### config.mk
export PLATFORM = sky130hd
export DESIGN_NAME = resp_framer
export DESIGN_NICKNAME = d
export VERILOG_FILES = /design/src/rtl/siaminer_pkg.sv /design/src/rtl/resp_framer.sv
export SDC_FILE = /design/constraint.sdc
export NUM_CORES = 1
export LEC_CHECK = 0
export CAP_MARGIN = 10
export CORE_MARGIN = 4
export CORE_UTILIZATION = 55
export CTS_BUF_LIST = sky130_fd_sc_hd__clkbuf_4 sky130_fd_sc_hd__clkbuf_8
export DETAILED_ROUTE_END_ITERATION = 8
export PLACE_DENSITY = 0.78
export SYNTH_ARGS = -nofsm -noshare
export SYNTH_HDL_FRONTEND = slang
export SYNTH_SLANG_ARGS = --single-unit
### constraint.sdc
create_clock -name clk -period 2.25 [get_ports clk]
set_clock_uncertainty 0.1 [all_clocks]
set_input_delay 0.5625 -clock clk [delete_from_list [all_inputs] [get_ports clk]]
set_output_delay 0.5625 -clock clk [all_outputs]
set_load 0.01 [all_outputs]
### src/rtl/siaminer_pkg.sv
// Shared constants for the miner's host link: frame header/command/length bytes
// and the response framer state encoding.
package siaminer_pkg;

    localparam logic [7:0] HDR_CMD   = 8'hAA;
    localparam logic [7:0] HDR_RESP  = 8'h55;
    localparam logic [7:0] CMD_WORK  = 8'h00;
    localparam logic [7:0] CMD_LOOP  = 8'h01;
    localparam logic [7:0] LEN_NONCE = 8'h04;
    localparam logic [7:0] LEN_LOOP  = 8'h01;

    typedef enum logic [2:0] {
        ST_IDLE,
        ST_HDR,
        ST_CMD,
        ST_LEN,
        ST_DATA
    } frame_state_e;

    // Little-endian byte select from a 32-bit payload word.
    function automatic logic [7:0] payload_byte(input logic [31:0] data, input logic [1:0] idx);
        logic [7:0] b;
        case (idx)
            2'd0:    b = data[7:0];
            2'd1:    b = data[15:8];
            2'd2:    b = data[23:16];
            default: b = data[31:24];
        endcase
        return b;
    endfunction

endpackage

### src/rtl/resp_framer.sv
// Response framer: buffers one found-nonce and one loop-echo request and
// serialises them as 0x55/cmd/len/payload frames toward the UART transmitter.
module resp_framer
    import siaminer_pkg::*;
(
    input  logic        clk,
    input  logic        rst,
    input  logic        nonce_valid,
    input  logic [31:0] nonce,
    output logic        nonce_ready,
    input  logic        loop_valid,
    input  logic [7:0]  loop_byte,
    output logic        loop_ready,
    output logic [7:0]  tx_data,
    output logic        tx_valid,
    input  logic        tx_ready,
    output logic        busy,
    output logic        frame_done
);

    frame_state_e state_q, state_d;
    logic         nonce_full_q, nonce_full_d;
    logic [31:0]  nonce_data_q, nonce_data_d;
    logic         loop_full_q, loop_full_d;
    logic [7:0]   loop_data_q, loop_data_d;
    logic         sel_loop_q, sel_loop_d;
    logic [31:0]  frame_data_q, frame_data_d;
    logic [1:0]   idx_q, idx_d;

    logic [7:0]   frame_cmd;
    logic [7:0]   frame_len;
    logic [1:0]   last_idx;

    always_ff @(posedge clk) begin
        if (rst) begin
            state_q      <= ST_IDLE;
            nonce_full_q <= 1'b0;
            nonce_data_q <= '0;
            loop_full_q  <= 1'b0;
            loop_data_q  <= '0;
            sel_loop_q   <= 1'b0;
            frame_data_q <= '0;
            idx_q        <= '0;
        end else begin
            state_q      <= state_d;
            nonce_full_q <= nonce_full_d;
            nonce_data_q <= nonce_data_d;
            loop_full_q  <= loop_full_d;
            loop_data_q  <= loop_data_d;
            sel_loop_q   <= sel_loop_d;
            frame_data_q <= frame_data_d;
            idx_q        <= idx_d;
        end
    end

    assign frame_cmd   = sel_loop_q ? CMD_LOOP : CMD_WORK;
    assign frame_len   = sel_loop_q ? LEN_LOOP : LEN_NONCE;
    assign last_idx    = frame_len[1:0] - 2'd1;
    assign nonce_ready = ~nonce_full_q;
    assign loop_ready  = ~loop_full_q;
    assign busy        = (state_q != ST_IDLE);

    always_comb begin
        state_d      = state_q;
        nonce_full_d = nonce_full_q;
        nonce_data_d = nonce_data_q;
        loop_full_d  = loop_full_q;
        loop_data_d  = loop_data_q;
        sel_loop_d   = sel_loop_q;
        frame_data_d = frame_data_q;
        idx_d        = idx_q;
        tx_valid     = 1'b0;
        tx_data      = 8'h00;
        frame_done   = 1'b0;

        case (state_q)
            ST_IDLE: begin
                // The payload is copied out of the holding register here, because
                // that register is released (and may refill) once the header goes.
                if (nonce_full_q) begin
                    sel_loop_d   = 1'b0;
                    frame_data_d = nonce_data_q;
                    state_d      = ST_HDR;
                end else if (loop_full_q) begin
                    sel_loop_d   = 1'b1;
                    frame_data_d = {24'h000000, loop_data_q};
                    state_d      = ST_HDR;
                end
            end
            ST_HDR: begin
                tx_valid = 1'b1;
                tx_data  = HDR_RESP;
                if (tx_ready) begin
                    state_d = ST_CMD;
                    if (sel_loop_q) loop_full_d  = 1'b0;
                    else            nonce_full_d = 1'b0;
                end
            end
            ST_CMD: begin
                tx_valid = 1'b1;
                tx_data  = frame_cmd;
                if (tx_ready) state_d = ST_LEN;
            end
            ST_LEN: begin
                tx_valid = 1'b1;
                tx_data  = frame_len;
                if (tx_ready) begin
                    state_d = ST_DATA;
                    idx_d   = '0;
                end
            end
            ST_DATA: begin
                tx_valid = 1'b1;
                tx_data  = payload_byte(frame_data_q, idx_q);
                if (tx_ready) begin
                    if (idx_q == last_idx) begin
                        frame_done = 1'b1;
                        state_d    = ST_IDLE;
                    end else begin
                        idx_d = idx_q + 2'd1;
                    end
                end
            end
            default: state_d = ST_IDLE;
        endcase

        if (nonce_valid && !nonce_full_q) begin
            nonce_full_d = 1'b1;
            nonce_data_d = nonce;
        end
        if (loop_valid && !loop_full_q) begin
            loop_full_d = 1'b1;
            loop_data_d = loop_byte;
        end
    end

endmodule

After elaboration in Yosys (flattened, before gate mapping)
Index checks and enable logic that the tools add are counted.
{ "totals": {"reg_bits": 80, "elab_cells": 79, "in_bits": 45, "output_inout_bits": 13} }
{ "classes": {"n_reduce_logical": 20, "mux": 32, "add_sub_neg": 2, "eq_ne": 15, "bitwise_logic": 2} }
{ "op_table": {"columns": ["op", "count"], "rows": [
  ["2-to-1 mux 32 bit", 2],
  ["case mux 8 bit (4 select lines)", 1],
  ["2-to-1 mux 3 bit", 8],
  ["case mux 8 bit (3 select lines)", 1],
  ["2-to-1 mux 1 bit", 15],
  ["case mux 3 bit (5 select lines)", 1],
  ["nonzero test 2 bit", 7],
  ["inequality test 2 bit, second input constant", 6],
  ["== test 3 x 2 -> 1 bit, second input constant", 2],
  ["2-to-1 mux 2 bit", 3],
  ["AND reduction 3 bit", 2],
  ["AND reduction 6 bit", 1],
  ["case mux 2 bit (2 select lines)", 1],
  ["AND reduction 4 bit", 1],
  ["OR reduction 4 bit", 1],
  ["== test 3 x 1 -> 1 bit, second input constant", 1],
  ["== test 3 bit, second input constant", 1],
  ["logical NOT 3 bit", 1],
  ["inequality test 3 bit, second input constant", 1],
  ["nonzero test 3 bit", 1],
  ["adder 2 x 1 -> 2 bit, second input constant", 1],
  ["== test 2 x 1 -> 1 bit, second input constant", 1],
  ["== test 2 bit", 1],
  ["== test 2 bit, second input constant", 1],
  ["other kinds (7)", 10]
]} }

Longest topological paths before layout
Gate-level depths: netlist (run 1).
{ "depth": {"word_depth": 6, "mapped_depth": 6, "ltp_nobuf": 5} }

Worst setup path after synthesis (run 1)
Ideal clock, no wire load.
{ "synth_path": {"path_type": "register -> output", "from": "reg idx_q[1]", "to": "out tx_data[2]", "path_slack_ns": 0.112, "t_arrival_ns": 1.476, "n_path_buf": 1, "t_required_ns": 1.587, "path_stages_with_launch": 7, "path_cell_list": "dfxtp_1 inv_1 ha_1 clkbuf_1 a222oi_1 o21ai_0 a32o_1"} }
{ "synth_via": {"elab_chain_cells": 3, "elab_cells_between_ends": 5, "classes_between": "2 x eq/ne; 2 x mux; 1 x reduce/logical"} }
{ "synth_rtl": {"columns": ["item", "line_no", "rtl"], "rows": [
  ["start: declaration", "resp_framer.sv:28", "logic [1:0] idx_q, idx_d;"],
  ["start signal: assignment", "resp_framer.sv:52", "idx_q <= idx_d;"],
  ["== test 2 bit (tied with other cells)", "siaminer_pkg.sv:23", "case (idx)"],
  ["case mux 8 bit (3 select lines) *", "siaminer_pkg.sv:23", null],
  ["case mux 8 bit (4 select lines) *", "resp_framer.sv:76", "case (state_q)"],
  ["end: declaration", "resp_framer.sv:14", "output logic [7:0] tx_data,"]
]} }
Every way passes the cells marked *; elsewhere a longest branch is shown, timed or not.

Worst setup path after layout (run 1)
{ "layout_path": {"from": "reg idx_q[1]", "to": "out tx_data[7]"} }
Same word-level chain as after synthesis.

==> results of run 1 <==
[worst max-delay path, delay by kind of cell, from the launching register on]
kind | cells | cell delay [ns]
simple gates | 1 | 0.04
compound gates | 2 | 0.49
buf+inv | 3 | 0.33
fa+ha+maj | 1 | 0.18
flops | 1 | 0.39
[path summary, 6_finish.rpt]
path,startpoint,endpoint,slack [ns],depth (start not counted)
setup / recovery,idx_q[1],tx_data[7],-0.18,7
hold / removal,nonce_data_q[28],frame_data_q[28],0.35,2
setup reg to reg,state_q[0],frame_data_q[6],0.56,8
hold reg to reg,nonce_data_q[28],frame_data_q[28],0.35,2
[flip-flops by register name, summed over array words and instances (netlist names)]
name,flops
frame_data_q,32
idx_q,2
loop_data_q,8
loop_full_q,1
nonce_data_q,32
nonce_full_q,1
sel_loop_q,1
state_q,3
[report_power, final]
part / leakage (uW) / switching [uW] / internal, uW / total [uW]
clock network: 0.0000959 / 510 / 519 / 1030
logic: 0.000845 / 313 / 276 / 589
registers: 0.000657 / 67.5 / 1500 / 1570
[repair_timing]
item	4_1_cts	5_1_grt
buffers inserted	0	3
pin swaps	20	11
gates resized for setup	60	3
endpoints found under the setup margin	11	11
[synth_stat cells (3+ instances only)]
| cell | count | share of area |
|---|---|---|
| inv_1 | 7 | 0.0078 |
| buf_4 | 3 | 0.0067 |
| mux2i_1 | 9 | 0.027 |
| a21oi_1 | 76 | 0.11 |
| o21a_1 | 4 | 0.0089 |
| buf_2 | 4 | 0.0059 |
| nor3_1 | 3 | 0.0045 |
| nand2_1 | 114 | 0.13 |
| o21ai_0 | 32 | 0.047 |
| nor3b_1 | 3 | 0.0067 |
| dfxtp_1 | 80 | 0.47 |
| a211oi_1 | 8 | 0.018 |
| nor2_1 | 11 | 0.012 |
| ha_1 | 4 | 0.015 |
| a222oi_1 | 8 | 0.024 |
| clkbuf_1 | 27 | 0.030 |
[cell type report]
cell class              count  area, sq um
multi-input cells         300         1650
flip-flops and latches     80         1610
fillers                   472         1580
repair buffers             86          761
clock buffers              10          131
well taps                  75         93.8
clock inverters             5         56.3
inverters                   7         31.3
[logic make-up after synthesis]
group	Yosys count
adders and majority gates	4
DFF	80
AOI/OAI and AO/OA	139
muxes	9
and+or+nand+nor	147
buffers and inverters	43
xor gates and xnor gates	1
[routing by layer]
layer | track usage | vias up | part of all wire
li1 | - | 1574 | -
met1 | 0.319 | 1482 | 0.43
met2 | 0.386 | 146 | 0.47
met3 | 0.0513 | 21 | 0.079
met4 | 0.109 | 0 | 0.026
met5 | 0 | - | 0
[through the flow]
stage / setup WS [ns] / hold WS, ns / total power (uW)
6_report: -0.182 / 0.352 / 3190
5_1_grt: -0.266 / 0.371 / 3330
4_1_cts: -0.172 / 0.357 / 3180
3_5_place_dp: -0.333 / 0.346 / 2190
3_3_place_gp: -0.326 / 0.343 / 2180
2_1_floorplan: 0.112 / 0.336 / 1910
==> impl.org, run 1 <==
** Synthesis
- Yosys reg bits :: 80
- Number of enable-type register cells in the synthesized netlist :: 0
- Largest family of logic cells by synthesized area :: compound AO/OA/AOI/OAI gates
- The complex-gate fraction of the synthesized area came to 0.238.
- Of the total synthesized cell area, the portion taken by full adders, half adders and majority gates is 0.0148.
- Counting distinct cell types in the post-synthesis netlist gives 40.
- Avg Inst Size Synth :: 7.97 sq um
- Net count after synthesis :: 472
- After synthesis, the share of cell area in mux cells is 0.0267.
- Cell area after synthesis :: 0.00337 sq mm
- Xor and xnor area share after synthesis :: 0.00260
- Synth warn :: 0
- After technology mapping, the gate count stands at 423.
- Most used DFF post-synth :: dfxtp_1
- Sequential cell area fraction in the yosys report :: 0.475
- For this run, asynchronously set or reset flops after synthesis account for 0.
- Simple-Gate Fraction of Synth Area :: 0.190

** Timing
- Hold violation count in the final report :: 0
- Once routing completed, OpenROAD measured the worst setup slack at -0.182 ns.
- Counting I/O delays and the setup requirement, the final critical path takes 2.43 ns.
- Final setup violating endpoints :: 8
- Top achievable clock speed :: 411 MHz
- Setup TNS :: -0.845 ns
- Pin slew with the least headroom to its limit :: 0.478 ns
- Post-route fraction of the period consumed by the critical path :: 1.08
- Slew HR :: 0.680
- The final-report max-slew violation count came to 0.
- Unrepaired setup endpoints after global routing :: yes

** Setup path
- Required time of the critical path :: 1.59 ns
- Worst setup SP type :: register
- Classification of the worst setup path :: reg2out
- Arrival time worst endpoint :: 1.77 ns
- STA classifies the critical path endpoint as an output pin.
- CP max stage cell :: dfxtp_4
- Cells traversed along the worst timing path :: inv_4 > ha_4 > buf_4 > a222oi_1 > o21a_1 > nor2_1 > buf_2
- The largest single stage delay on the critical path is 0.39 ns.
- Of all nets on the critical path, the largest fanout is 7.

** Routing
- Detailed router's first-iteration violation count :: 329
- In the routed layout, each cell is associated on average with a via count of 5.72.
- For this run, design rule violations remaining after detail routing come to 0.
- Number of iterations in the first detailed-routing pass :: 7
- Final ANT Viol Nets :: 0
- Total number of vias :: 3223
- The routed design has 8800 um of wire.
- Wire length per cell :: 15.6 um

** Floorplanning
- Area of the core region :: 0.00592 sq mm
- Die Y :: 86.3 um
- Initial standard-cell utilization of the core :: 0.570
- Row generation in the floorplan step produced 28 rows.
- Floorplan die area :: 0.00745 sq mm
- X dimension of the die :: 86.3 um
- Boundary Pins :: 58

** Cells and area
- After routing the design area is 0.00434 sq mm.
- Number of diodes added for antenna fixing :: 0
- Most common library cell in the layout ignoring fill and taps :: nand2_1
- Highest-count cells in the layout ignoring fill and taps :: 114 x nand2_1, 76 x a21oi_1, 75 x dfxtp_1, 45 x clkdlybuf4s50_1, 28 x o21ai_0
- Once layout is complete, the cells apart from fillers number 563.
- Measured on the finished design, the core utilization comes to 0.733.
- Of the cells placed in the final design, the portion with a size suffix greater than 1 is 0.148.
- After the last flow step, the layout net total stands at 533.
- Synthesis-to-finish area growth :: 28.7%

** Clock network
- Root buffer cell :: clkbuf_8
- Worst-case clock buffer depth :: 2
- Buffers inserted during clock tree synthesis total 9.
- In this run, post-CTS hold repair placed 0 buffers.
- Sinks on the clock net :: 80
- Clock-pin slew was measured on the worst setup and hold paths at 0.09 ns.
- TritonCTS built the clock tree.
- For the worst-skew pair, the clock arrives at the later sink with an insertion delay of 0.35 ns.
- H-tree level count :: 3

** Global routing
- Overflow after GRT :: 0
- Total track usage :: 0.243
- Largest net degree at the start of global routing :: 46
- Via count of the first global-routing pass :: 2973
- The first global-routing pass estimated 14200 um of wire.
- The number of antenna violations at the first check in global routing was 0.

** Power
- The analysis attributes to cell leakage a power of 0.00160 uW.
- Dividing total power by cell area gives a power density of 735 mW/mm^2.
- Across the VDD grid, the largest voltage drop is 0.000391 V.

** Placement
- Final weighted congestion of routability-driven global placement :: 1.06
- Port Buffer Count :: 57
- Including well taps, the total number of placed cells is 545.
- Dpl hpwl :: 5910 um
- Placed inst area :: 0.00410 sq mm

** Run status
- The checks that failed: setup timing.
- Outcome :: finished, violations left

** Job
- The tool flagged a number of max-cap violations equal to 0.

** Worst hold path
- In this run the worst hold path is classified as reg2reg.
(Power assumes the default switching activity.)
==> run 2, diff against run 1 <==
Settings changed: CAP_MARGIN 10 to default, CTS_CLUSTER_SIZE from default to 28.
==> results of run 2 <==
Same layout as run 1: the final DEF is identical, and so are final timing and power.
==> run 3, diff against run 2 <==
Settings changed: CORE_UTILIZATION 55 to 25, PLACE_DENSITY 0.78 to 0.4.
==> run 3 against run 2 <==
The flow still finishes with violations (setup timing). Fmax shrank 2.6%. Core utilization is 40 points lower. Non-clock buffer count increased by 4. First-iteration DRC count fell by 48%. Critical path depth decreased by 1. Final cell count is 19% higher. Worst setup slack got worse by 0.064 ns. Clock power fell by 4%. Combinational power rose by 5.3%. Cell area up 3.1%. Via count decreased by 5.2%. Largest power group unchanged. Highest routed layer unchanged.
==> impl.org, run 3 (synthesis results as in run 1) <==
** Run status
- Outcome :: finished, violations left
- The final reports fail on setup timing.

** Clock network
- Clock buffer count from CTS :: 9
- The later pin in the worst-skew pair is clocked with a latency of 0.36 ns.
- In this run the number of H-tree levels came out at 3.
- Clock-pin slew of the registers on the worst-case setup and hold paths :: 0.09 ns
- Counting along the longest clock path gives a buffer depth of 2.
- CTS Hold Bufs :: 0
- Sinks on the clock net :: 80
- CTS placed an instance of clkbuf_8 at the clock tree root.
- TritonCTS built the clock tree.

** Timing
- Post-route fraction of the period consumed by the critical path :: 1.11
- Unrepaired setup endpoints after global routing :: yes
- Hold violation count in the final report :: 0
- Top achievable clock speed :: 401 MHz
- Final Critical Period :: 2.50 ns
- Pin slew with the least headroom to its limit :: 0.512 ns
- Setup violations remaining at the end of the flow were counted as 8.
- Worst hold margin :: 0.348 ns
- Final Max Slew Viols :: 0
- In this run the tightest slew margin relative to its limit is 0.658.
- Once routing completed, OpenROAD measured the worst setup slack at -0.246 ns.

** Routing
- After the first detailed-routing iteration, the DRC count stood at 170.
- Aggregate routed wire length :: 9900 um
- Summing over every cut layer, the via total after detailed routing is 3054.
- Before antenna repair, the detailed router went through 6 iterations.
- Wire length per cell :: 14.8 um
- # DRC :: 0
- DR vias/cell :: 4.57
- Once detail routing completed, the nets flagged for antenna violations numbered 0.

** Setup path
- Critical path destination :: tx_data[2]
- The worst setup path is captured at an output pin.
- Cells traversed along the worst timing path :: buf_6 > ha_4 > a222oi_1 > o21ai_1 > a32o_1 > buf_2
- Classification of the worst setup path :: reg2out
- Reg2reg start :: state_q[2]
- Delay of the slowest cell on the worst path :: 0.39 ns
- Arrival time worst endpoint :: 1.83 ns
- Max Fanout on Critical Path :: 8
- R2r endpoint :: frame_data_q[2]
- Crit path depth :: 6
- CP max stage cell :: a222oi_1
- Required time of the critical path :: 1.59 ns
- The number of buffers and inverters on the critical path is 2.
- In this run the register-to-register setup slack is 0.35 ns.
- The number of cells on the worst reg-to-reg path is 7.
- Worst Setup SP :: idx_q[1]
- The worst setup path is launched from a register.
- Cell family contributing the most delay on the critical path :: compound AO/OA/AOI/OAI gates

** Cells and area
- Synthesis-to-finish area growth :: 32.7%
- The number of antenna diodes in the final layout is 0.
- Nets :: 537
- Of the cells placed in the final design, the portion with a size suffix greater than 1 is 0.156.
- Highest-count cells in the layout ignoring fill and taps :: 114 x nand2_1, 76 x a21oi_1, 75 x dfxtp_1, 45 x clkdlybuf4s50_1, 31 x buf_4
- Most common library cell in the layout ignoring fill and taps :: nand2_1
- Largest registers in the final layout :: frame_data_q: 32 flops, nonce_data_q: 32 flops, loop_data_q: 8 flops

** Global routing
- Overflow after GRT :: 0
- Via count of the first global-routing pass :: 3086
- Total track usage :: 0.135
- The first global-routing pass estimated 16000 um of wire.
- Initial antenna violation count :: 0
- Largest net degree at the start of global routing :: 82

** Placement
- Worst slack at placement :: -0.400 ns
- In this run the tool buffered the top-level ports with 57 buffer cells.
- Final weighted congestion of routability-driven global placement :: 0.741
- Dpl hpwl :: 6920 um

** Power
- Proportion of power drawn by combinational gates :: 0.196
- For this design the static power due to leakage is 0.00161 uW.
- Internal power of the cells :: 2260 uW
- The worst-case IR drop observed on VDD is 0.000251 V.
- Proportion of total power due to net switching :: 0.287
- The share of total power dissipated in the clock network is 0.311.
- Part of the power in registers :: 0.493
- Net switching power :: 907 uW
- Power after layout :: 3160 uW
- Power spread over the standard cell area amounts to 707 mW/mm^2.

** Floorplanning
- Row generation in the floorplan step produced 42 rows.
- The die covers 0.0154 sq mm.
- The initial utilization of the core area, before any placement, comes to 0.255.
- The region available for standard cell placement spans 0.0132 sq mm.
- X dimension of the die :: 124 um
- Boundary Pins :: 58
- Die Y :: 124 um

** Worst hold path
- The worst hold path belongs to the class reg2reg.

** Job
- Maximum capacitance violations :: 0
## run 3: metrics by stage
stage               cells  setup TNS (ns)  cell area (sq um)   util
floorplan             423               0               3370      -
global placement      650           -2.60               4250  0.321
detailed placement    650           -3.13               4250  0.321
global route          669           -2.46               4470  0.338
finish                669           -1.73               4470  0.338
CTS                   668           -2.09               4440  0.335
## run 3: what timing repair did
| action | 4_1_cts | 5_1_grt |
|---|---|---|
| resized for setup | 56 | 6 |
| pin swaps | 14 | 5 |
| setup buffers | 2 | 1 |
| setup endpoints to repair | 11 | 11 |
## run 3: power groups by stage
stage	Clock, uW	Combinational (uW)	Sequential [uW]
after floorplan	0	338	1570
after CTS	1040	623	1560
after global placement	0	627	1590
after global routing	1080	695	1570
after detailed placement	0	631	1590
final	985	620	1560
## run 3: area by class of cell
class / count / area, sq um
flip-flops and latches: 80 / 1610
multi-input cells: 300 / 1650
well taps: 176 / 220
clock buffers: 13 / 160
repair buffers: 90 / 788
inverters: 7 / 26.3
fillers: 1480 / 8770
clock inverters: 3 / 17.5
## run 3: worst reg2reg max path, stage by stage, from the launching register on
cell and delay [ns]:
dfxtp_2 0.34, buf_4 0.17, nor3_4 0.16, buf_4 0.14, inv_1 0.05, buf_4 0.20, nor2_1 0.45, a211oi_1 0.14
## run 3: worst min-delay path by stage
stage,start,end,depth (start not counted),slack [ns]
6_report,nonce_data_q[26],frame_data_q[26],2,0.35
5_1_grt,loop_data_q[1],loop_data_q[1],2,0.37
3_5_place_dp,nonce_data_q[26],frame_data_q[26],2,0.35
3_3_place_gp,loop_data_q[3],loop_data_q[3],2,0.34
2_1_floorplan,loop_data_q[0],loop_data_q[0],2,0.34
4_1_cts,nonce_data_q[26],frame_data_q[26],2,0.35
## run 3: layer usage
layer	GRT usage	routed length (um)	share of wire	up-vias
met2	0.212	4480	0.45	55
met3	0.0341	380	0.038	11
met4	0.0411	129	0.013	0
met1	0.183	4910	0.50	1404
met5	0	0	0	-
li1	-	-	-	1584
